File: config.mk
export PLATFORM = sky130hd
export DESIGN_NAME = dtw_result_arbiter_flat
export DESIGN_NICKNAME = d
export VERILOG_FILES = /design/src/rtl/dtw_arb_pkg.sv /design/src/rtl/dtw_result_arbiter_if.sv /design/src/rtl/dtw_rr_picker.sv /design/src/rtl/dtw_result_arbiter.sv /design/src/flat_wrapper.sv
export SDC_FILE = /design/constraint.sdc
export NUM_CORES = 1
export LEC_CHECK = 0
export BUFFER_PORTS_ARGS = -buffer_cell sky130_fd_sc_hd__buf_2
export CAP_MARGIN = 20
export CORE_MARGIN = 3
export CORE_UTILIZATION = 45
export CTS_CLUSTER_DIAMETER = 120
export DETAILED_ROUTE_END_ITERATION = 8
export GPL_TIMING_DRIVEN = 0
export PLACE_DENSITY_LB_ADDON = 0.12
export SYNTH_ARGS = -nofsm -noshare
export SYNTH_HDL_FRONTEND = slang
export SYNTH_HIERARCHICAL = 1
export SYNTH_SLANG_ARGS = --single-unit
File: constraint.sdc
create_clock -name M_AXIS_ACLK -period 2.9 [get_ports M_AXIS_ACLK]
set_clock_uncertainty 0.05 [all_clocks]
set_input_delay 0.29 -clock M_AXIS_ACLK [delete_from_list [all_inputs] [get_ports M_AXIS_ACLK]]
set_output_delay 0.29 -clock M_AXIS_ACLK [all_outputs]
set_load 0.005 [all_outputs]
File: src/rtl/dtw_arb_pkg.sv
// Shared types and sizing helpers for the DTW result arbiter.
// ID_W is the width of the core-ID tag prepended to every FIFO word.
package dtw_arb_pkg;

    localparam int ID_W = 8;

    typedef enum logic [1:0] {
        ST_IDLE = 2'd0,
        ST_ARB  = 2'd1,
        ST_PUSH = 2'd2,
        ST_DONE = 2'd3
    } arb_state_t;

    function automatic int data_w(input int tdata_w);
        return tdata_w - ID_W;
    endfunction

    // Pointer/index width; a single-core build still needs one bit.
    function automatic int ptr_w(input int num_cores);
        return (num_cores > 1) ? $clog2(num_cores) : 1;
    endfunction

endpackage

File: src/rtl/dtw_result_arbiter_if.sv
// Batch control, per-core request and FIFO write-side signals of the result arbiter.
// core_enable exists only when DTW_ARB_CORE_MASK_EN is defined.
interface dtw_result_arbiter_if #(
    parameter int NUM_CORES            = 4,
    parameter int C_M_AXIS_TDATA_WIDTH = 32,
    parameter int CNT_W                = 16
);
    localparam int DATA_W = dtw_arb_pkg::data_w(C_M_AXIS_TDATA_WIDTH);

    logic                            start;
    logic [CNT_W-1:0]                cfg_total;
    logic                            busy;
    logic                            done;
    logic [NUM_CORES-1:0]            res_valid;
    logic [NUM_CORES*DATA_W-1:0]     res_data;
    logic [NUM_CORES-1:0]            res_ack;
    logic                            dtw_fifo_wren;
    logic [C_M_AXIS_TDATA_WIDTH-1:0] dtw_fifo_din;
    logic                            dtw_fifo_full;
`ifdef DTW_ARB_CORE_MASK_EN
    logic [NUM_CORES-1:0]            core_enable;
`endif

    modport master (
        input  start,
        input  cfg_total,
        input  res_valid,
        input  res_data,
        input  dtw_fifo_full,
`ifdef DTW_ARB_CORE_MASK_EN
        input  core_enable,
`endif
        output busy,
        output done,
        output res_ack,
        output dtw_fifo_wren,
        output dtw_fifo_din
    );

    modport slave (
        output start,
        output cfg_total,
        output res_valid,
        output res_data,
        output dtw_fifo_full,
`ifdef DTW_ARB_CORE_MASK_EN
        output core_enable,
`endif
        input  busy,
        input  done,
        input  res_ack,
        input  dtw_fifo_wren,
        input  dtw_fifo_din
    );

endinterface

File: src/rtl/dtw_rr_picker.sv
// Combinational round-robin priority encoder: first set req bit at or above
// rr_ptr, wrapping from NUM_CORES-1 back to 0.
module dtw_rr_picker
    import dtw_arb_pkg::*;
#(
    parameter int NUM_CORES = 4,
    parameter int PTR_W     = ptr_w(NUM_CORES)
) (
    input  logic [NUM_CORES-1:0] req,
    input  logic [PTR_W-1:0]     rr_ptr,
    output logic                 any,
    output logic [PTR_W-1:0]     winner
);

    int               pos;
    logic [PTR_W-1:0] cand;

    always_comb begin
        any    = 1'b0;
        winner = '0;
        pos    = 0;
        cand   = '0;
        for (int i = 0; i < NUM_CORES; i++) begin
            pos = int'(rr_ptr) + i;
            if (pos >= NUM_CORES) begin
                pos = pos - NUM_CORES;
            end
            cand = PTR_W'(pos);
            if (!any && req[cand]) begin
                any    = 1'b1;
                winner = cand;
            end
        end
    end

endmodule

File: src/rtl/dtw_result_arbiter.sv
// Batch controller sharing one result-FIFO write port among NUM_CORES DTW cores.
// Define DTW_ARB_CORE_MASK_EN to add the per-core core_enable eligibility mask.
//
//   state | meaning
//   IDLE  | waiting for start; busy low
//   ARB   | round-robin pick among eligible requests, latch word, pulse res_ack
//   PUSH  | present latched word; write when FIFO not full, count it
//   DONE  | batch complete; done pulses and busy drops on exit
module dtw_result_arbiter
    import dtw_arb_pkg::*;
#(
    parameter int NUM_CORES            = 4,
    parameter int C_M_AXIS_TDATA_WIDTH = 32,
    parameter int CNT_W                = 16
) (
    input  logic                  M_AXIS_ACLK,
    input  logic                  M_AXIS_ARESETN,
    dtw_result_arbiter_if.master  bus
);

    localparam int DATA_W = data_w(C_M_AXIS_TDATA_WIDTH);
    localparam int PTR_W  = ptr_w(NUM_CORES);

    arb_state_t                      state_q, state_d;
    logic                            busy_q, busy_d;
    logic                            done_q, done_d;
    logic [NUM_CORES-1:0]            ack_q, ack_d;
    logic [C_M_AXIS_TDATA_WIDTH-1:0] din_q, din_d;
    logic [CNT_W-1:0]                cnt_q, cnt_d;
    logic [CNT_W-1:0]                total_q, total_d;
    logic [PTR_W-1:0]                rr_q, rr_d;

    logic [NUM_CORES-1:0]            eligible;
    logic                            pick_any;
    logic [PTR_W-1:0]                pick_win;
    logic [CNT_W-1:0]                cnt_inc;
    logic                            wren;
    logic [DATA_W-1:0]               payload [NUM_CORES];

    for (genvar g = 0; g < NUM_CORES; g++) begin : g_payload
        assign payload[g] = bus.res_data[g*DATA_W +: DATA_W];
    end

`ifdef DTW_ARB_CORE_MASK_EN
    assign eligible = bus.res_valid & bus.core_enable;
`else
    assign eligible = bus.res_valid;
`endif

    dtw_rr_picker #(
        .NUM_CORES (NUM_CORES),
        .PTR_W     (PTR_W)
    ) u_picker (
        .req    (eligible),
        .rr_ptr (rr_q),
        .any    (pick_any),
        .winner (pick_win)
    );

    assign wren    = (state_q == ST_PUSH) && !bus.dtw_fifo_full;
    assign cnt_inc = cnt_q + CNT_W'(1);

    always_comb begin
        state_d = state_q;
        busy_d  = busy_q;
        done_d  = 1'b0;
        ack_d   = '0;
        din_d   = din_q;
        cnt_d   = cnt_q;
        total_d = total_q;
        rr_d    = rr_q;
        unique case (state_q)
            ST_IDLE: begin
                if (bus.start) begin
                    total_d = bus.cfg_total;
                    cnt_d   = '0;
                    busy_d  = 1'b1;
                    state_d = (bus.cfg_total == '0) ? ST_DONE : ST_ARB;
                end
            end
            ST_ARB: begin
                if (pick_any) begin
                    din_d           = {ID_W'(pick_win), payload[pick_win]};
                    ack_d[pick_win] = 1'b1;
                    rr_d            = (pick_win == PTR_W'(NUM_CORES - 1)) ? '0
                                                                          : pick_win + PTR_W'(1);
                    state_d         = ST_PUSH;
                end
            end
            ST_PUSH: begin
                // Compare on every write so the count can never pass the total.
                if (wren) begin
                    cnt_d   = cnt_inc;
                    state_d = (cnt_inc == total_q) ? ST_DONE : ST_ARB;
                end
            end
            ST_DONE: begin
                done_d  = 1'b1;
                busy_d  = 1'b0;
                state_d = ST_IDLE;
            end
            default: state_d = ST_IDLE;
        endcase
    end

    always_ff @(posedge M_AXIS_ACLK or negedge M_AXIS_ARESETN) begin
        if (!M_AXIS_ARESETN) begin
            state_q <= ST_IDLE;
            busy_q  <= 1'b0;
            done_q  <= 1'b0;
            ack_q   <= '0;
            din_q   <= '0;
            cnt_q   <= '0;
            total_q <= '0;
            rr_q    <= '0;
        end else begin
            state_q <= state_d;
            busy_q  <= busy_d;
            done_q  <= done_d;
            ack_q   <= ack_d;
            din_q   <= din_d;
            cnt_q   <= cnt_d;
            total_q <= total_d;
            rr_q    <= rr_d;
        end
    end

    assign bus.busy          = busy_q;
    assign bus.done          = done_q;
    assign bus.res_ack       = ack_q;
    assign bus.dtw_fifo_wren = wren;
    assign bus.dtw_fifo_din  = din_q;

endmodule

File: src/flat_wrapper.sv
// flat-port wrapper written by rule: the top's interface ports become plain ports
module dtw_result_arbiter_flat import dtw_arb_pkg::*;
#(
    parameter int NUM_CORES            = 4,
    parameter int C_M_AXIS_TDATA_WIDTH = 32,
    parameter int CNT_W                = 16
)
  (M_AXIS_ACLK, M_AXIS_ARESETN, bus_start, bus_cfg_total, bus_res_valid, bus_res_data, bus_dtw_fifo_full, bus_busy, bus_done, bus_res_ack, bus_dtw_fifo_wren, bus_dtw_fifo_din);
  dtw_result_arbiter_if #(.NUM_CORES(NUM_CORES), .C_M_AXIS_TDATA_WIDTH(C_M_AXIS_TDATA_WIDTH), .CNT_W(CNT_W)) bus_i ();
  input  logic M_AXIS_ACLK;
  input  logic M_AXIS_ARESETN;
  input wire logic [$bits(bus_i.start)-1:0] bus_start;
  input wire logic [$bits(bus_i.cfg_total)-1:0] bus_cfg_total;
  input wire logic [$bits(bus_i.res_valid)-1:0] bus_res_valid;
  input wire logic [$bits(bus_i.res_data)-1:0] bus_res_data;
  input wire logic [$bits(bus_i.dtw_fifo_full)-1:0] bus_dtw_fifo_full;
  output wire logic [$bits(bus_i.busy)-1:0] bus_busy;
  output wire logic [$bits(bus_i.done)-1:0] bus_done;
  output wire logic [$bits(bus_i.res_ack)-1:0] bus_res_ack;
  output wire logic [$bits(bus_i.dtw_fifo_wren)-1:0] bus_dtw_fifo_wren;
  output wire logic [$bits(bus_i.dtw_fifo_din)-1:0] bus_dtw_fifo_din;
  assign bus_i.start = bus_start;
  assign bus_i.cfg_total = bus_cfg_total;
  assign bus_i.res_valid = bus_res_valid;
  assign bus_i.res_data = bus_res_data;
  assign bus_i.dtw_fifo_full = bus_dtw_fifo_full;
  assign bus_busy = bus_i.busy;
  assign bus_done = bus_i.done;
  assign bus_res_ack = bus_i.res_ack;
  assign bus_dtw_fifo_wren = bus_i.dtw_fifo_wren;
  assign bus_dtw_fifo_din = bus_i.dtw_fifo_din;
  dtw_result_arbiter #(.NUM_CORES(NUM_CORES), .C_M_AXIS_TDATA_WIDTH(C_M_AXIS_TDATA_WIDTH), .CNT_W(CNT_W)) u_core (.M_AXIS_ACLK(M_AXIS_ACLK), .M_AXIS_ARESETN(M_AXIS_ARESETN), .bus(bus_i));
endmodule
==> summary.md, run 1 <==
| Metric | Value |
|---|---|
| Critical path's largest stage delay | 550 ps |
| Crit path max-delay cell type | mux4_2 |
| Psw | 1.42 mW |
| Most frequent cells in the layout | buf_2, dfrtp_1, mux2_2 |
| Failing checks | hold timing |
| Synth top area share | 42.3% |
| Synth top area cells | dfrtp_1, mux4_2, mux2_2 |
| Fin crit period | 2700 ps |
| Most common cell after layout, fill and taps aside | buf_2 |
| Largest net degree at the start of global routing | 69 |
| Leakage Power | 2.38 nW |
| Post-route setup TNS | 0 ps |
| R2r startpoint | u_core/rr_q[0] |
| Final antenna-violating net count | 0 |
| Inserted Clock Buffers | 9 |
| Share of the yosys chip area belonging to registers | 42.3% |
| Mean routed wirelength per cell | 16.9 um |
| Library cells used by synthesis | 58 |
| Post-placement cell count | 603 |
| Fin nets | 634 |
| Root Buffer | clkbuf_8 |
| WS Path Type | reg -> reg |
| Vias in the first global route | 3,422 |
| Final Hold Viols | 5 |
| Final WL | 10.4 mm |
| Worst path required time | 3070 ps |
| Clock latency on the worst-skew pair | 340 ps |
| RSZ-0062 raised after global routing | no |
| ANT cells | 0 |
| Remaining Overflow, GRT | 0 |
| Post-detail-place hpwl | 8.36 mm |
| Mapped Area | 0.00402 mm^2 |
| Initial drt markers | 88 |
| Max frequency | 0.371 GHz |
| Worst slew pin tran | 865 ps |
| Chip Height | 101 um |
| Top FF cell, synth | dfrtp_1 |
| Sw frac | 34.8% |
| Die Span X | 101 um |
| Reg power frac | 38.1% |
| Tot Pwr | 4.10 mW |
| Final hold slack | -14.7 ps |
| Most used cell, CP | buf_2 |
| Number of max-cap violations | 0 |
| Antenna violations before repair | 0 |
| Worst reg-to-reg setup slack | 200 ps |
| DRT Pass-1 Iters | 4 |
| # DRC | 0 |
| Post-Syn Area per Cell | 11.8 um^2 |
| Simple-gate portion of the synthesized area | 11.2% |
| Clock transition at path regs | 70 ps |
| Family with the most delay on the worst path | multiplexers |
| Fillcell total | 762 |
| Via count | 3,318 |
| Crit Reg-Reg Endpoint | u_core/bus.dtw_fifo_din[21] |
| First-pass GRT wire length | 16.4 mm |
| Layout cell share with drive strength beyond 1 | 50.2% |
| Number of I/O pins | 159 |
| Layout area overhead | 26.6% |
| Cell count after synthesis | 341 |
| Placer Congestion | 0.835 |
| Mux contribution to synthesized area | 26.2% |
| CTS tree | built |
| Setup bufs post-CTS | 0 |
| Crit path DAT | 2870 ps |
| Clk buf depth | 2 |
| Row count | 33 |
| Ys Warns | 6 |
| Finished Layout Cells | 617 |
| Asr flop ratio synth | 100% |
| EDFF count, synth | 0 |
| Combinational group share of total power | 45.9% |
| Final std cell area, no fill | 0.00509 mm^2 |
| Power Dens Cells | 805 mW/mm^2 |
| Crit. End Element | flop |
| Period utilization | 93.0% |
| Adder-cell area share of the yosys netlist | 1.56% |
| Worst hold path class | in -> async |
| Startpoint Class | flop |
| Post-synth top area cell | dfrtp_1 |
| Core area | 0.00846 mm^2 |
| Worst-path fanout max | 10 |
| Fin. max-slew vios | 0 |
| DP Area | 0.00494 mm^2 |
| R2R depth | 7 |
| Internal power | 2.67 mW |
| All-Layer GR Usage | 21.0% |
| Worst VDD drop | 0.000579 V |
| Post-synthesis compound-gate area fraction | 9.83% |
| Post-CTS sizing | 0 |
| Status | complete, but fails checks |
| Synth Area in XOR/XNOR | 4.14% |
| Clock Sinks | 68 |
| Largest family of logic cells by synthesized area | multiplexers |
| Clk pwr share | 16.0% |
| Buffers on Ports | 152 |
| Vias per Instance | 5.38 |
| CTS Hold Bufs | 0 |
| Starting Density | 47.5% |
| H-tree depth | 3 |
| Register bit total from synthesis | 68 |
| Final setup fails | 0 |
| DIE AREA | 0.0101 mm^2 |
| Relative slew slack | 42.3% |
| CP cell instances | inv_2 > a221o_1 > a21oi_1 > buf_2 > buf_2 > mux4_2 > mux2_2 |
| WP buf/inv | 3 |
-- cells in the mapped netlist, types with 2 or more instances --
library cell / instances
ha_1: 5
xnor2_1: 10
buf_2: 5
a21oi_1: 11
xor2_1: 9
clkbuf_1: 10
mux4_2: 24
mux2i_1: 4
nor2_1: 19
nand3_1: 12
o21ai_0: 18
and3_1: 2
inv_1: 12
dfrtp_1: 68
nand2_1: 15
buf_4: 8
nand2b_1: 5
inv_2: 2
nor4_2: 2
and2_1: 2
nor4_1: 5
mux2_2: 41
o31ai_1: 8
a31oi_1: 2
o21ai_1: 9
-- power groups by stage --
stage | Sequential (mW) | Combinational [mW] | Clock, mW
after CTS | 1.56 | 1.92 | 0.682
after global placement | 1.56 | 1.87 | 0
after detailed placement | 1.58 | 1.91 | 0
after floorplan | 1.55 | 1.31 | 0
final | 1.56 | 1.88 | 0.657
after global routing | 1.61 | 2.08 | 0.720
-- layout make-up --
| class | instances | area, um^2 | area share (%) |
|---|---|---|---|
| buffer | 25 | 138 | 2.70 |
| clock buffer | 11 | 141 | 2.78 |
| clock inverter | 3 | 15.0 | 0.295 |
| inverter | 14 | 52.6 | 1.03 |
| multi-input combinational | 239 | 2150 | 42.2 |
| sequential | 68 | 1700 | 33.4 |
| tap | 105 | 131 | 2.58 |
| timing repair buffer | 152 | 763 | 15.0 |
-- kinds of logic (layout without fill, tap and decap cells) --
family | count (synthesis) | in the layout
DFF | 68 | 68
xor gates and xnor gates | 19 | 19
other | 1 | 6
buffers and inverters | 39 | 205
AOI/OAI and AO/OA | 62 | 62
adders and majority gates | 5 | 5
muxes | 70 | 70
and+or+nand+nor | 77 | 77
-- worst reg2reg max path: stages (launching register included) --
cell and delay (ps):
dfrtp_1 410, inv_2 50, a221o_1 320, a21oi_1 260
buf_2 310, buf_2 360, mux4_2 560, mux2_2 270
-- worst max path at each step --
stage	slack [ps]	end	startpoint	cells past startpoint
after floorplan	450	u_core/bus.dtw_fifo_din[0]	u_core/rr_q[0]	7
after global placement	170	u_core/bus.dtw_fifo_din[3]	bus_res_valid[1]	8
after detailed placement	130	u_core/bus.dtw_fifo_din[5]	bus_res_valid[1]	8
after CTS	170	u_core/bus.dtw_fifo_din[6]	u_core/rr_q[0]	7
after global routing	30	u_core/rr_q[1]	u_core/rr_q[1]	8
final	200	u_core/bus.dtw_fifo_din[21]	u_core/rr_q[0]	7
-- per-stage QoR --
stage	utilization, %	setup slack, ps
after CTS	60.2	169
final	60.2	204
after global placement	58.3	167
after global routing	60.2	26.0
after floorplan	-	448
after detailed placement	58.3	126
-- flip-flops by register name (all words and copies together) (netlist names) --
name and flops:
u_core/total_q 16, u_core/bus.done 1, u_core/bus.dtw_fifo_din 26, u_core/bus.busy 1
u_core/rr_q 2, u_core/cnt_q 16, u_core/bus.res_ack 4, u_core/state_q 2
-- layer usage --
metal	wire length [um]	GRT usage, %	up-vias
met1	4010	24.1	1611
met5	0	0	-
met4	186	7.46	0
met2	5500	37.0	107
met3	712	6.57	15
li1	-	-	1585
(Power assumes the default switching activity.)
==> run 2: changes to the inputs <==
--- a/config.mk
+++ b/config.mk
@@ -13,6 +13,7 @@
 export DETAILED_ROUTE_END_ITERATION = 8
 export GPL_TIMING_DRIVEN = 0
 export PLACE_DENSITY_LB_ADDON = 0.12
+export REMOVE_ABC_BUFFERS = 1
 export SYNTH_ARGS = -nofsm -noshare
 export SYNTH_HDL_FRONTEND = slang
 export SYNTH_HIERARCHICAL = 1
==> run 2 against run 1 <==
  * The run now ends clean
  * Power increased by 1.5%
  * Via count shrank 0.72%
  * Clock power is 3.5% higher
  * Sequential share of layout area increased by 0.31 points
  * Global-route usage decreased by 0.13 points
  * Setup slack better by 260 ps
  * Die area unchanged
  * Worst hold slack improved by 22 ps
  * Critical path depth fell by 2
  * Critical path type unchanged
  * Critical endpoint is now u_core/cnt_q[10]
  * Largest cell class unchanged
==> summary.md, run 2 (synthesis results as in run 1) <==
| Metric | Value |
|---|---|
| Status | finished, final reports clean |
| Placer Congestion | 0.843 (+1.0%) |
| Vias in the first global route | 3,475 (+1.5%) |
| CP cell instances | or3b_1 > inv_2 > nor2_2 > o21ai_0 > o21ai_0 |
| Antenna violations before repair | 0 (unchanged) |
| Final std cell area, no fill | 0.00505 mm^2 (-0.91%) |
| CP Launch Point | u_core/state_q[1] |
| RSZ-0062 raised after global routing | no |
| Leakage Power | 2.33 nW (-2.2%) |
| Max frequency | 0.410 GHz (+11%) |
| CTS tree | built |
| Crit path max-delay cell type | or3b_1 |
| Mean routed wirelength per cell | 17.1 um (+1.3%) |
| Worst hold path class | in -> async |
| Setup bufs post-CTS | 0 (unchanged) |
| Finished Layout Cells | 595 (-3.6%) |
| Most used cell, CP | o21ai_0 |
| Clock Sinks | 68 (unchanged) |
| Final setup fails | 0 (unchanged) |
| Initial drt markers | 108 (+23%) |
| Fin nets | 613 (-3.3%) |
| Clock latency on the worst-skew pair | 330 ps (about the same) |
| Tot Pwr | 4.16 mW (+1.5%) |
| DP Area | 0.00488 mm^2 (-1.1%) |
| Final WS setup | 462 ps (+258 ps) |
| Max reg flops | 26 (unchanged) |
| Worst-path fanout max | 21 (+11) |
| Most frequent cells in the layout | buf_2, dfrtp_1, mux2_2 |
| Post-detail-place hpwl | 7.95 mm (-5.0%) |
| Relative slew slack | 31.8% (-11 points) |
| Number of max-cap violations | 0 (unchanged) |
| Worst slew pin tran | 1020 ps (+154 ps) |
| Clk buf depth | 2 (unchanged) |
| Final Hold Viols | 0 (-5) |
| DIE AREA | 0.0101 mm^2 (unchanged) |
| Worst path required time | 3090 ps (+20 ps) |
| Layout area overhead | 25.4% |
| Inserted Clock Buffers | 9 (unchanged) |
| First-pass GRT wire length | 16.7 mm (+1.6%) |
| Number of I/O pins | 159 (unchanged) |
| Largest net degree at the start of global routing | 69 (unchanged) |
| Via count | 3,294 (-0.72%) |
| Multi-input logic area | 0.00217 mm^2 (+1.0%) |
| Worst VDD drop | 0.000488 V (-16%) |
| Post-placement cell count | 582 (-3.5%) |
| Row count | 33 (unchanged) |
| R2r startpoint | u_core/state_q[1] |
| Root Buffer | clkbuf_8 |
| Starting Density | 47.5% (unchanged) |
| Register area | 0.00170 mm^2 (unchanged) |
| Crit. End Element | flop |
| Fillcell total | 738 (-3.1%) |
| Chip Height | 101 um (unchanged) |
| Post-CTS sizing | 0 (unchanged) |
| Crit path DAT | 2630 ps (-240 ps) |
| Pre-CTS WS | 178 ps (+52.6 ps) |
| Die Span X | 101 um (unchanged) |
| Clock transition at path regs | 70 ps (about the same) |
| Final antenna-violating net count | 0 (unchanged) |
| WS Path Type | reg -> reg |
| Remaining Overflow, GRT | 0 (unchanged) |
| ANT cells | 0 (unchanged) |
| Power Dens Cells | 824 mW/mm^2 (+2.4%) |
| # DRC | 0 (unchanged) |
| Post-route setup TNS | 0 ps (unchanged) |
| Buffers on Ports | 152 (unchanged) |
| All-Layer GR Usage | 20.9% (-0.13 points) |
| Vias per Instance | 5.54 (+2.9%) |
| CTS Hold Bufs | 0 (unchanged) |
| Most common cell after layout, fill and taps aside | buf_2 |
| Fin. max-slew vios | 0 (unchanged) |
| Fin crit period | 2440 ps (-258 ps) |
| Fin util | 59.6% (-0.55 points) |
| H-tree depth | 3 (unchanged) |
| Final hold slack | 7.62 ps (+22.3 ps) |
| Critical path's largest stage delay | 700 ps (+150 ps) |
| Period utilization | 84.1% (-8.9 points) |
| Layout cell share with drive strength beyond 1 | 51.2% (+1.0 points) |
| Core area | 0.00846 mm^2 (unchanged) |
| Final WL | 10.2 mm (-2.3%) |
| Startpoint Class | flop |
| DRT Pass-1 Iters | 4 (unchanged) |
==> run 2: worst paths after layout <==
check	cells past startpoint	to	slack [ps]
setup reg to reg	5	u_core/cnt_q[10]	460
min in group M_AXIS_ACLK	2	u_core/total_q[3]	150
max in group asynchronous	1	u_core/bus.dtw_fifo_din[14]	2230
hold reg to reg	1	u_core/bus.busy	430
setup / recovery	5	u_core/cnt_q[10]	460
hold / removal	1	u_core/cnt_q[2]	8
==> run 2: worst max-delay path, delay by kind of cell, from the launching register on <==
family / cells / cell delay [ps]
compound gates: 2 / 290
flops: 1 / 440
buf+inv: 1 / 260
simple gates: 2 / 1290
==> run 2: metal layers <==
metal	global-route usage, %	vias up	share of wire (%)
li1	-	1552	-
met1	25.4	1608	40
met2	35.7	117	51
met3	6.37	17	7.4
met4	6.42	0	1.8
met5	0	-	0
==> run 2: where the power goes <==
group | internal (mW) | switching, mW | total (mW)
clock | 0.341 | 0.338 | 0.680
sequential | 1.31 | 0.258 | 1.57
combinational | 1.07 | 0.837 | 1.91
total | 2.73 | 1.43 | 4.16
==> run 2: final cells by class <==
cell class,count,share of cell area [%]
clock buffer,11,3.00
inverter,14,1.04
tap,105,2.60
sequential,68,33.7
clock inverter,2,0.248
multi-input combinational,239,43.0
timing repair buffer,156,16.3
